<file path="config.mk">
export PLATFORM = sky130hd
export DESIGN_NAME = id_ex_stage_reg
export DESIGN_NICKNAME = d
export VERILOG_FILES = /design/src/rtl/riscv_pkg.sv /design/src/rtl/hazard_detect.sv /design/src/rtl/id_ex_stage_reg.sv
export SDC_FILE = /design/constraint.sdc
export NUM_CORES = 1
export LEC_CHECK = 0
export CORE_AREA = 2 2 149 151
export DETAILED_ROUTE_END_ITERATION = 10
export DIE_AREA = 0 0 151 153
export GPL_TIMING_DRIVEN = 0
export PLACE_DENSITY = 0.74
export SLEW_MARGIN = 0
export SYNTH_ARGS = -nofsm -noshare
export SYNTH_HDL_FRONTEND = slang
export SYNTH_SLANG_ARGS = --single-unit
export TNS_END_PERCENT = 50
</file>
<file path="constraint.sdc">
create_clock -name clk -period 4.55 [get_ports clk]
set_input_delay 0.455 -clock clk [delete_from_list [all_inputs] [get_ports clk]]
set_output_delay 0.455 -clock clk [all_outputs]
set_load 0.02 [all_outputs]
</file>
<file path="src/rtl/riscv_pkg.sv">
// Shared RV32I definitions: ALU operation classes, opcode[6:2] values and the
// decoded control bundle that travels down the pipeline.
package riscv_pkg;

  localparam logic [1:0] ALU_OP_MEM = 2'b00;
  localparam logic [1:0] ALU_OP_BR  = 2'b01;
  localparam logic [1:0] ALU_OP_R   = 2'b10;
  localparam logic [1:0] ALU_OP_I   = 2'b11;

  localparam logic [4:0] OPC_LOAD     = 5'b00000;
  localparam logic [4:0] OPC_MISC_MEM = 5'b00011;
  localparam logic [4:0] OPC_OP_IMM   = 5'b00100;
  localparam logic [4:0] OPC_AUIPC    = 5'b00101;
  localparam logic [4:0] OPC_STORE    = 5'b01000;
  localparam logic [4:0] OPC_OP       = 5'b01100;
  localparam logic [4:0] OPC_LUI      = 5'b01101;
  localparam logic [4:0] OPC_BRANCH   = 5'b11000;
  localparam logic [4:0] OPC_JALR     = 5'b11001;
  localparam logic [4:0] OPC_JAL      = 5'b11011;
  localparam logic [4:0] OPC_SYSTEM   = 5'b11100;

  // All-zero value of this struct is the pipeline bubble.
  typedef struct packed {
    logic       mem_read;
    logic       mem_to_reg;
    logic       mem_write;
    logic       alu_src;
    logic       reg_write;
    logic       branch;
    logic       jal;
    logic       jalr;
    logic       auipc;
    logic       halt;
    logic       lui;
    logic [1:0] alu_op;
  } ctrl_t;

endpackage

</file>
<file path="src/rtl/hazard_detect.sv">
// Combinational load-use detector: decides which sources the ID instruction
// reads and whether a load sitting in EX produces one of them.
module hazard_detect
  import riscv_pkg::*;
#(
  parameter int RA_W = 5
) (
  input  logic            id_lui,
  input  logic            id_jal,
  input  logic            id_auipc,
  input  logic            id_halt,
  input  logic            id_alu_src,
  input  logic            id_mem_write,
  input  logic [RA_W-1:0] id_rs1,
  input  logic [RA_W-1:0] id_rs2,
  input  logic            ex_mem_read,
  input  logic [RA_W-1:0] ex_rd,
  output logic            uses_rs1,
  output logic            uses_rs2,
  output logic            lu
);

  logic rs1_hit;
  logic rs2_hit;

  assign uses_rs1 = !(id_lui | id_jal | id_auipc | id_halt);
  // Stores read rs2 as write data even though the ALU takes the immediate.
  assign uses_rs2 = (!id_alu_src & !id_jal & !id_auipc & !id_halt) | id_mem_write;

  assign rs1_hit = uses_rs1 & (ex_rd == id_rs1);
  assign rs2_hit = uses_rs2 & (ex_rd == id_rs2);
  assign lu      = ex_mem_read & (ex_rd != '0) & (rs1_hit | rs2_hit);

endmodule

</file>
<file path="src/rtl/id_ex_stage_reg.sv">
// ID/EX pipeline register with load-use stall, flush bubble, sticky halt
// freeze and saturating stall/flush event counters.
module id_ex_stage_reg
  import riscv_pkg::*;
#(
  parameter int XLEN  = 32,
  parameter int RA_W  = 5,
  parameter int CNT_W = 32
) (
  input  logic            clk,
  input  logic            rst,
  input  logic            id_mem_read,
  input  logic            id_mem_to_reg,
  input  logic            id_mem_write,
  input  logic            id_alu_src,
  input  logic            id_reg_write,
  input  logic            id_branch,
  input  logic            id_jal,
  input  logic            id_jalr,
  input  logic            id_auipc,
  input  logic            id_halt,
  input  logic            id_lui,
  input  logic [1:0]      id_alu_op,
  input  logic [XLEN-1:0] id_pc,
  input  logic [XLEN-1:0] id_rs1_data,
  input  logic [XLEN-1:0] id_rs2_data,
  input  logic [XLEN-1:0] id_imm,
  input  logic [RA_W-1:0] id_rs1,
  input  logic [RA_W-1:0] id_rs2,
  input  logic [RA_W-1:0] id_rd,
  input  logic [2:0]      id_funct3,
  input  logic            id_funct7b5,
  input  logic            flush,
  output logic            stall,
  output logic            ex_mem_read,
  output logic            ex_mem_to_reg,
  output logic            ex_mem_write,
  output logic            ex_alu_src,
  output logic            ex_reg_write,
  output logic            ex_branch,
  output logic            ex_jal,
  output logic            ex_jalr,
  output logic            ex_auipc,
  output logic            ex_halt,
  output logic            ex_lui,
  output logic [1:0]      ex_alu_op,
  output logic [XLEN-1:0] ex_pc,
  output logic [XLEN-1:0] ex_rs1_data,
  output logic [XLEN-1:0] ex_rs2_data,
  output logic [XLEN-1:0] ex_imm,
  output logic [RA_W-1:0] ex_rs1,
  output logic [RA_W-1:0] ex_rs2,
  output logic [RA_W-1:0] ex_rd,
  output logic [2:0]      ex_funct3,
  output logic            ex_funct7b5,
  output logic            halted,
  output logic [CNT_W-1:0] stall_cnt,
  output logic [CNT_W-1:0] flush_cnt
);

  ctrl_t           id_ctrl;
  ctrl_t           ctrl_reg;
  ctrl_t           ctrl_next;
  logic            halted_reg;
  logic            lu;
  logic            uses_rs1;
  logic            uses_rs2;
  logic            freeze;
  logic [1:0]      cnt_evt;
  logic [CNT_W-1:0] cnt_q [2];

  assign id_ctrl = {id_mem_read, id_mem_to_reg, id_mem_write, id_alu_src, id_reg_write,
                    id_branch, id_jal, id_jalr, id_auipc, id_halt, id_lui, id_alu_op};

  hazard_detect #(.RA_W(RA_W)) u_hazard (
    .id_lui       (id_lui),
    .id_jal       (id_jal),
    .id_auipc     (id_auipc),
    .id_halt      (id_halt),
    .id_alu_src   (id_alu_src),
    .id_mem_write (id_mem_write),
    .id_rs1       (id_rs1),
    .id_rs2       (id_rs2),
    .ex_mem_read  (ctrl_reg.mem_read),
    .ex_rd        (ex_rd),
    .uses_rs1     (uses_rs1),
    .uses_rs2     (uses_rs2),
    .lu           (lu)
  );

  assign freeze    = halted_reg | ctrl_reg.halt;
  assign stall     = !flush & (lu | freeze);
  assign ctrl_next = (flush | freeze | lu) ? ctrl_t'('0) : id_ctrl;

  // Flush outranks the halt freeze, which outranks load-use; only the winning rule counts.
  assign cnt_evt[0] = !flush & !freeze & lu;
  assign cnt_evt[1] = flush;

  always_ff @(posedge clk) begin
    if (rst) begin
      ctrl_reg    <= '0;
      halted_reg  <= 1'b0;
      ex_pc       <= '0;
      ex_rs1_data <= '0;
      ex_rs2_data <= '0;
      ex_imm      <= '0;
      ex_rs1      <= '0;
      ex_rs2      <= '0;
      ex_rd       <= '0;
      ex_funct3   <= '0;
      ex_funct7b5 <= 1'b0;
    end else begin
      ctrl_reg    <= ctrl_next;
      if (!flush && ctrl_reg.halt) begin
        halted_reg <= 1'b1;
      end
      // Data fields follow ID even into a bubble; only control is squashed.
      ex_pc       <= id_pc;
      ex_rs1_data <= id_rs1_data;
      ex_rs2_data <= id_rs2_data;
      ex_imm      <= id_imm;
      ex_rs1      <= id_rs1;
      ex_rs2      <= id_rs2;
      ex_rd       <= id_rd;
      ex_funct3   <= id_funct3;
      ex_funct7b5 <= id_funct7b5;
    end
  end

  genvar gi;
  generate
    for (gi = 0; gi < 2; gi++) begin : g_cnt
      logic [CNT_W-1:0] cnt_reg;
      always_ff @(posedge clk) begin
        if (rst) begin
          cnt_reg <= '0;
        end else if (cnt_evt[gi] && (cnt_reg != {CNT_W{1'b1}})) begin
          cnt_reg <= cnt_reg + {{(CNT_W-1){1'b0}}, 1'b1};
        end
      end
      assign cnt_q[gi] = cnt_reg;
    end
  endgenerate

  assign stall_cnt     = cnt_q[0];
  assign flush_cnt     = cnt_q[1];
  assign halted        = halted_reg;
  assign ex_mem_read   = ctrl_reg.mem_read;
  assign ex_mem_to_reg = ctrl_reg.mem_to_reg;
  assign ex_mem_write  = ctrl_reg.mem_write;
  assign ex_alu_src    = ctrl_reg.alu_src;
  assign ex_reg_write  = ctrl_reg.reg_write;
  assign ex_branch     = ctrl_reg.branch;
  assign ex_jal        = ctrl_reg.jal;
  assign ex_jalr       = ctrl_reg.jalr;
  assign ex_auipc      = ctrl_reg.auipc;
  assign ex_halt       = ctrl_reg.halt;
  assign ex_lui        = ctrl_reg.lui;
  assign ex_alu_op     = ctrl_reg.alu_op;

endmodule

</file>
==> results_dict.tcl <==
set metrics [dict create \
    outcome "completed" \
    power_frac_seq 0.461 \
    drcViolationCount 0 \
    n_fill_cell 1817 \
    num_rows 54 \
    first_iter_violations 212 \
    postCtsSetupRepairBufs 0 \
    use_met1 0.2294 \
    multi_input_area_mm2 0.002990 \
    track_usage 0.2147 \
    ir_drop_uv 321.5 \
    cts_tree "built" \
    period_minus_slack_ps 3233 \
    clk_path_buf_depth 3 \
    maxCapViolCount 0 \
    dr_total_vias 6682 \
    hold_class "in -> reg" \
    ioPinCount 389 \
    ctsRootBufferMaster "clkbuf_16" \
    synth_top_area_cell "dfxtp_1" \
    synth_area_mm2 0.007667 \
    fin_skew_ps 4.913 \
    whs_path_depth 2 \
    initial_core_util 0.3569 \
    critPathKind "in -> out" \
    p_int_mw 3.461 \
    dp_hpwl_mm 19.88 \
    die_h_um 153 \
    p_leak_nw 4.606 \
    die_w_um 151 \
    critPathMaxFanout 8 \
    cts_hold_buf 0 \
    yosysSeqAreaShare 0.5875 \
    clock_latency_ps 510 \
    busiest_layer "met2" \
    comb_power_share 0.115 \
    tightest_slew_ps 678.9 \
    dp_cells 1404 \
    seq_area_mm2 0.004504 \
    crit_required_ps 4090 \
    setup_viol_count_final 0 \
    fin_setup_tns_ps 0 \
    synth_cells 737 \
    synthArstFlopShare 0 \
    ys_seq_elements 225 \
    design.core.area_mm2 0.02149 \
    cts.repair.resized 0 \
    layout_commonest_cell "clkdlybuf4s50_1" \
    holdWs_ps 493.5 \
    period_share 0.7105 \
    grt-ovfl-total 0 \
    grt_max_degree 13 \
    cts_max_level 1 \
    syn_to_final_growth_pct 65.39 \
    final_nets 1316 \
    pwr-share-clk 0.424 \
    grt_pass1_vias 6640 \
    fmax_ghz 0.3093 \
    critPathLaunchType "input port" \
    grt_use_met3 0.09164 \
    cts-buffers-inserted 25 \
    postPlaceCellArea_mm2 0.01189 \
    wl_mm 25.51 \
    worstPathArrival_ps 2780 \
    port_buffers 387 \
    die_area_mm2 0.02310 \
    synth_top_area_share 0.5875 \
    drive_above_1_share 0.05137 \
    routabilityCongestion 0.8446 \
    wl_per_cell_um 17.56 \
    antenna_found_initial 5 \
    syn_area_per_cell_um2 10.40 \
    p_switching_mw 1.035 \
    design_area_mm2 0.01268 \
    rsz0062_at_grt "false" \
    final_cells 1453 \
    ys.flop_type "dfxtp_1" \
    synth_cell_types 49 \
    worstSetupEndpointType "primary output" \
    yosys_warnings 0 \
    cts.clk_slew.worst_paths_ps 60 \
    final_cell_mix "clkdlybuf4s50_1, dfxtp_1, nor2b_1" \
    syn-num-nets 902 \
    power.density_mw_per_mm2 354.6 \
    slew_viol_final 0 \
    reg2regPathDepth 6 \
    clock_sinks 225 \
    synth_area_leaders "dfxtp_1, nor2b_1, xor2_1, nor2_1, nand3_1" \
    grt_pass1_wl_mm 37.98 \
    viasPerCell 4.599 \
    met2_usage 0.3794 \
    hold_violations 0 \
    switching_share 0.2302 \
    relSlewSlack 0.5439 \
    synth_edf_count 0 \
    firstDrtPassIters 4 \
    postRouteAntennaNets 0 \
]
[worst max-delay path, stage by stage]
cell and delay (ps):
clkdlybuf4s50_1 480, nor4_1 330, o211ai_1 140, o22ai_2 360
nand2b_1 130, a21oi_1 220, clkdlybuf4s50_1 650
[final timing paths]
kind                               startpoint            end  slack [ps]
worst max-delay path                  id_halt          stall        1320
worst min-delay path               id_imm[23]     ex_imm[23]         490
worst max register to register       ex_rd[1]    ex_mem_read        2130
worst min register to register  stall_cnt[19]  stall_cnt[19]         500
[power groups by stage]
stage	clock network [mW]	logic (mW)	registers, mW
2_1_floorplan	0	0.0927	2.21
3_3_place_gp	0	0.518	2.11
3_5_place_dp	0	0.519	2.12
4_1_cts	1.95	0.523	2.07
5_1_grt	2.02	0.550	2.08
6_report	1.91	0.517	2.07
[area by class of cell]
| type | count | share of cell area |
|---|---|---|
| well taps | 280 | 0.02763 |
| clock inverters | 5 | 0.002269 |
| repair buffers | 387 | 0.3055 |
| diodes | 5 | 0.0009867 |
| clock buffers | 39 | 0.05900 |
| multi-input cells | 473 | 0.2358 |
| inverters | 8 | 0.002368 |
| flip-flops and latches | 225 | 0.3552 |
| plain buffers | 31 | 0.01125 |
[synthesized netlist by cell type, types with 10 or more instances]
cell and count:
nand3_1 32, nor3_1 10, and2_1 16, clkbuf_1 27, nand4_1 19, or3_1 20
nand2_1 22, dfxtp_1 225, o21ai_1 10, nor2_1 45, o21ai_0 13, xor2_1 28
a21oi_1 28, xnor2_1 15, nor2b_1 150
[kinds of logic (layout without fill, tap and decap cells)]
group,Yosys count,in the layout,share of synthesized area
simple gates,359,359,0.2773
flops,225,225,0.5875
compound gates,65,65,0.05467
xor+xnor,43,43,0.04912
buf+inv,39,470,0.02252
mux,4,4,0.005711
fa+ha+maj,2,2,0.003263
other cells,0,5,0
[through the flow]
stage	utilization	power (mW)	setup slack, ps
2_1_floorplan	-	2.305	2329
3_3_place_gp	0.5535	2.631	1293
3_5_place_dp	0.5535	2.634	1301
4_1_cts	0.5896	4.548	1256
5_1_grt	0.5902	4.653	1041
6_report	0.5902	4.497	1317
[layer usage]
metal	up-vias	wire length [µm]
met2	241	13010
li1	3304	-
met1	3093	9347
met4	0	606
met3	44	2541
met5	-	0
Note: power is estimated with default switching activity, not from simulation.
==> variant 1: new RTL, config.mk and constraints unchanged <==
Register the output `flush_cnt`, cleared by the reset; this adds one clock of latency there. The other outputs are not delayed to match.
--- a/src/rtl/id_ex_stage_reg.sv
+++ b/src/rtl/id_ex_stage_reg.sv
@@ -143,7 +143,13 @@
   endgenerate
 
   assign stall_cnt     = cnt_q[0];
-  assign flush_cnt     = cnt_q[1];
+  always_ff @(posedge clk) begin
+    if (rst) begin
+      flush_cnt <= '0;
+    end else begin
+      flush_cnt <= cnt_q[1];
+    end
+  end
   assign halted        = halted_reg;
   assign ex_mem_read   = ctrl_reg.mem_read;
   assign ex_mem_to_reg = ctrl_reg.mem_to_reg;
Check against the original RTL: not equivalent (Yosys sat finds a counterexample within 4 cycles, from zero or initial values and one cycle with rst high).
==> variant 1 against the original RTL <==
Power is 11% higher. Setup slack worse by 0.21 ns. Via count is 6.7% higher. Synthesized cell count is 11% higher. Area after synthesis is 10% higher. Non-clock buffer count is 6 higher. Combinational power hardly changed. Final cell count is 5.6% higher. Design area is 7.0% higher. Sequential cell count is 32 higher. Wire length is 0.59% higher. Highest routed layer unchanged.
==> variant 1: results <==
metrics = {
    "status": {
        "run_status": "completed",
    },
    "clock_network": {
        "cts_setup_buffers": 0,
        "cts_buffers": 27,
        "insertion_delay_ns": 0.52,
        "cts_root_buf": "clkbuf_16",
        "h-tree-depth": 1,
        "cts_buffer_depth": 3,
        "cts-resized-gates": 0,
        "clk_pin_slew_ns": 0.06,
    },
    "critical_path": {
        "slowest_delay_ns": 0.69,
        "slowest_stage": "clkdlybuf4s50_1",
        "cp_max_fo": 7,
        "cp.arrival_ns": 2.99,
    },
    "power": {
        "p_leak_nw": 5.08,
        "max-vdd-ir-drop_mv": 0.287,
    },
    "grt": {
        "grt_use_met1_pct": 22.9,
        "grt_pass1_wl_um": 38800,
        "grtUsageTotal_pct": 21.5,
        "antenna_found_initial": 4,
        "use_met3_pct": 7.43,
        "use_met2_pct": 39.4,
        "grt_max_degree": 14,
    },
    "logic_synthesis": {
        "syn_nets": 980,
        "yosys_warnings": 0,
        "async_flop_share_pct": 0,
        "seq_area_frac_synth_pct": 60.8,
        "yosys.cell_types.count": 39,
        "ys.flop_type": "dfxtp_1",
        "avgSynthCellArea_um2": 10.4,
        "synth.most_common_cell": "dfxtp_1",
        "yosys-top-cells-area": "dfxtp_1 61%, nor2b_1 14%, nor2_1 2.4%, xor2_1 2.3%, nand3_1 1.9%",
        "synth_top_cells_by_count": "257 x dfxtp_1, 192 x nor2b_1, 53 x nor2_1, 38 x nand2_1, 32 x nand3_1",
    },
    "timing": {
        "tightest_slew_ns": 0.744,
        "fmax_mhz": 290,
        "skew_ns": 0.00801,
    },
    "place": {
        "hpwl_um": 20100,
        "port_buffers": 387,
        "place.gp.congestion": 0.861,
        "dpl-instance-area_um2": 12700,
    },
    "detailed_routing": {
        "wl_per_cell_um": 16.7,
        "firstDrtPassIters": 5,
        "first_iter_violations": 276,
        "vias": 7130,
    },
    "layout": {
        "drive_gt1_share_pct": 4.96,
        "fin_nets": 1396,
        "instances_no_fill": 1535,
    },
    "min_path": {
        "hold_class": "flop to flop",
    },
}
-- variant 1: kinds of logic (layout without fill, tap and decap cells) --
group,after synthesis,count (layout),share of synthesized area (%)
xor gates and xnor gates,39,39,4.04
adders and majority gates,2,2,0.296
buffers and inverters,44,480,2.13
DFF,257,257,60.8
muxes,10,10,1.32
AOI/OAI and AO/OA,46,46,3.33
other,0,4,0
and+or+nand+nor,417,417,28.1
-- variant 1: worst max-delay path: cells and delay by family --
kind                   cells  cell delay [ns]
buffers and inverters      2             1.15
AND/OR/NAND/NOR            5             0.83
AO/OA/AOI/OAI              1             0.54
-- variant 1: metrics by stage --
stage / hold slack (ns) / worst slack, ns / total power [W] / util, %
finish: 0.480 / 1.10 / 0.00500 / 63.1
global route: 0.468 / 0.914 / 0.00516 / 63.1
CTS: 0.463 / 1.07 / 0.00505 / 63.1
detailed placement: 0.471 / 1.09 / 0.00292 / 59.0
global placement: 0.472 / 1.12 / 0.00292 / 59.0
floorplan: 0.452 / 2.22 / 0.00259 / -
-- variant 1: path summary, 6_finish.rpt --
kind	start	to	slack, ns	depth (start not counted)
worst max-delay path	id_jal	stall	1.10	8
worst min-delay path	g_cnt[1].cnt_reg[23]$_SDFFE_PP0P_	flush_cnt[23]$_SDFF_PP0_	0.48	1
worst max register to register	stall_cnt[0]$_SDFFE_PP0P_	stall_cnt[25]$_SDFFE_PP0P_	1.68	8
worst min register to register	g_cnt[1].cnt_reg[23]$_SDFFE_PP0P_	flush_cnt[23]$_SDFF_PP0_	0.48	1
-- variant 1: report_power, final --
group | leakage (nW) | total [W] | switching, W | internal (W)
Sequential | 2.11 | 0.00235 | 0.0000263 | 0.00233
Combinational | 2.54 | 0.000516 | 0.000222 | 0.000294
Clock | 0.435 | 0.00213 | 0.000870 | 0.00126
-- variant 1: final cells by class --
class                   count  area (µm²)
well taps                 280         350
inverters                   7        26.3
clock inverters            10        81.3
diodes                      4        10.0
fillers                  1797        7920
repair buffers            387        3870
plain buffers              37         154
flip-flops and latches    257        5140
multi-input cells         514        3130
clock buffers              39         791
-- variant 1: per-layer routing --
| layer | part of all wire [%] | wire [µm] | vias to the layer above |
|---|---|---|---|
| li1 | - | - | 3528 |
| met1 | 36 | 9340 | 3262 |
| met2 | 50 | 12900 | 296 |
| met3 | 10 | 2620 | 44 |
| met4 | 3.0 | 757 | 0 |
| met5 | 0 | 0 | - |
==> variant 2: new RTL, config.mk and constraints unchanged <==
Without the edit above. `RA_W` is set to 5 in 2 places; all go to 6.
--- a/src/rtl/hazard_detect.sv
+++ b/src/rtl/hazard_detect.sv
@@ -3,7 +3,7 @@
 module hazard_detect
   import riscv_pkg::*;
 #(
-  parameter int RA_W = 5
+  parameter int RA_W = 6
 ) (
   input  logic            id_lui,
   input  logic            id_jal,
--- a/src/rtl/id_ex_stage_reg.sv
+++ b/src/rtl/id_ex_stage_reg.sv
@@ -4,7 +4,7 @@
   import riscv_pkg::*;
 #(
   parameter int XLEN  = 32,
-  parameter int RA_W  = 5,
+  parameter int RA_W  = 6,
   parameter int CNT_W = 32
 ) (
   input  logic            clk,
Interface: changed (6 resized); port bits go from 389 to 395. No check against the original RTL was run, so the function may have changed too.
==> variant 2 against the original RTL <==
Sequential cell count increased by 3. Design area is 3.1% higher. Via count rose by 4.6%. Area after synthesis grew 2.4%. Critical path depth is the same. Setup slack worse by 0.045 ns. Power increased by 8.9%. Wire length up 5.3%. Register-to-register slack lost 0.23 ns.
==> variant 2: results <==
metrics = {
    "critical_path": {
        "rrSetupSlack_ns": 1.90,
        "cp_max_fo": 4,
        "critPathLaunch": "ex_rd[3]$_SDFF_PP0_",
        "rr_endpoint": "stall_cnt[19]$_SDFFE_PP0P_",
        "reg2regPathDepth": 7,
        "path_delay_family": "simple AND/OR/NAND/NOR gates",
        "cp.arrival_ns": 2.82,
    },
    "min_path": {
        "holdCritStartpoint": "rst",
        "hold_depth": 3,
        "whs_endpoint": "stall_cnt[13]$_SDFFE_PP0P_",
        "hold_class": "primary input to flop",
    },
    "logic_synthesis": {
        "synth_cells": 765,
        "async_flop_share_pct": 0,
        "syn_nets": 933,
        "seq_area_frac_synth_pct": 58.1,
        "synth_fa_ha_area_share_pct": 0.319,
        "yosys_warnings": 0,
        "synth-compound-area-share_pct": 4.83,
        "yosys.cell_types.count": 50,
        "synth_top_cells_by_count": "228 x dfxtp_1, 161 x nor2b_1, 57 x nor2_1, 32 x nand2_1, 28 x clkbuf_1",
        "muxShareOfSynthArea_pct": 1.58,
        "yosys-top-cells-area": "dfxtp_1 58%, nor2b_1 13%, nor2_1 2.7%, xor2_1 2.6%, xnor2_1 2.0%",
        "synth_xor_area_share_pct": 4.57,
    },
    "place": {
        "pre_cts_ws_ns": 1.27,
        "place.gp.congestion": 0.884,
        "port_buffers": 393,
        "hpwl_um": 20700,
        "dpl-instance-area_um2": 12100,
    },
    "grt": {
        "grt_max_degree": 14,
        "grt_pass1_vias": 6841,
        "grt_pass1_wl_um": 39800,
        "grtUsageTotal_pct": 22.5,
    },
    "timing": {
        "period_share_pct": 72.0,
        "setup_viol": 0,
        "relSlewSlack_pct": 50.9,
        "skew_ns": 0.0106,
        "holdWs_ns": 0.461,
    },
    "layout": {
        "fin_nets": 1353,
        "area_growth_pct": 66.5,
        "drive_gt1_share_pct": 5.90,
        "nFillCells": 1813,
    },
    "clock_network": {
        "cts_root_buf": "clkbuf_16",
        "cts-resized-gates": 0,
        "h-tree-depth": 1,
        "clk_pin_slew_ns": 0.06,
        "cts_buffers": 25,
        "insertion_delay_ns": 0.51,
        "cts_buffer_depth": 3,
    },
    "detailed_routing": {
        "wl_um": 26900,
        "wl_per_cell_um": 18.1,
        "via_per_inst": 4.70,
        "first_iter_violations": 337,
        "firstDrtPassIters": 5,
    },
    "power": {
        "max-vdd-ir-drop_mv": 0.290,
        "p_leak_nw": 4.76,
    },
    "status": {
        "run_status": "completed",
    },
}
## variant 2: area by class of cell
class | instances | area share [%]
plain buffers | 40 | 1.32
inverters | 7 | 0.201
well taps | 280 | 2.68
clock buffers | 34 | 5.27
repair buffers | 393 | 30.1
clock inverters | 11 | 1.81
diodes | 5 | 0.0957
flip-flops and latches | 228 | 34.9
multi-input cells | 490 | 23.6
## variant 2: metal layers
metal | vias to the layer above | routed length (µm) | share of wire [%] | global-route usage [%]
met3 | 49 | 2610 | 9.7 | 8.06
met1 | 3220 | 10100 | 38 | 26.0
met4 | 0 | 695 | 2.6 | 7.39
met2 | 308 | 13400 | 50 | 38.6
li1 | 3410 | - | - | -
met5 | - | 0 | 0 | 0
## variant 2: report_power, final
group / total (W) / internal (W) / switching, W
Clock: 0.00226 / 0.00146 / 0.000807
Sequential: 0.00210 / 0.00207 / 0.0000270
Combinational: 0.000532 / 0.000300 / 0.000232
## variant 2: worst min-delay path: stages
cell      delay, ns
clkbuf_1       0.20
nor2b_1        0.15
mux2_2         0.14
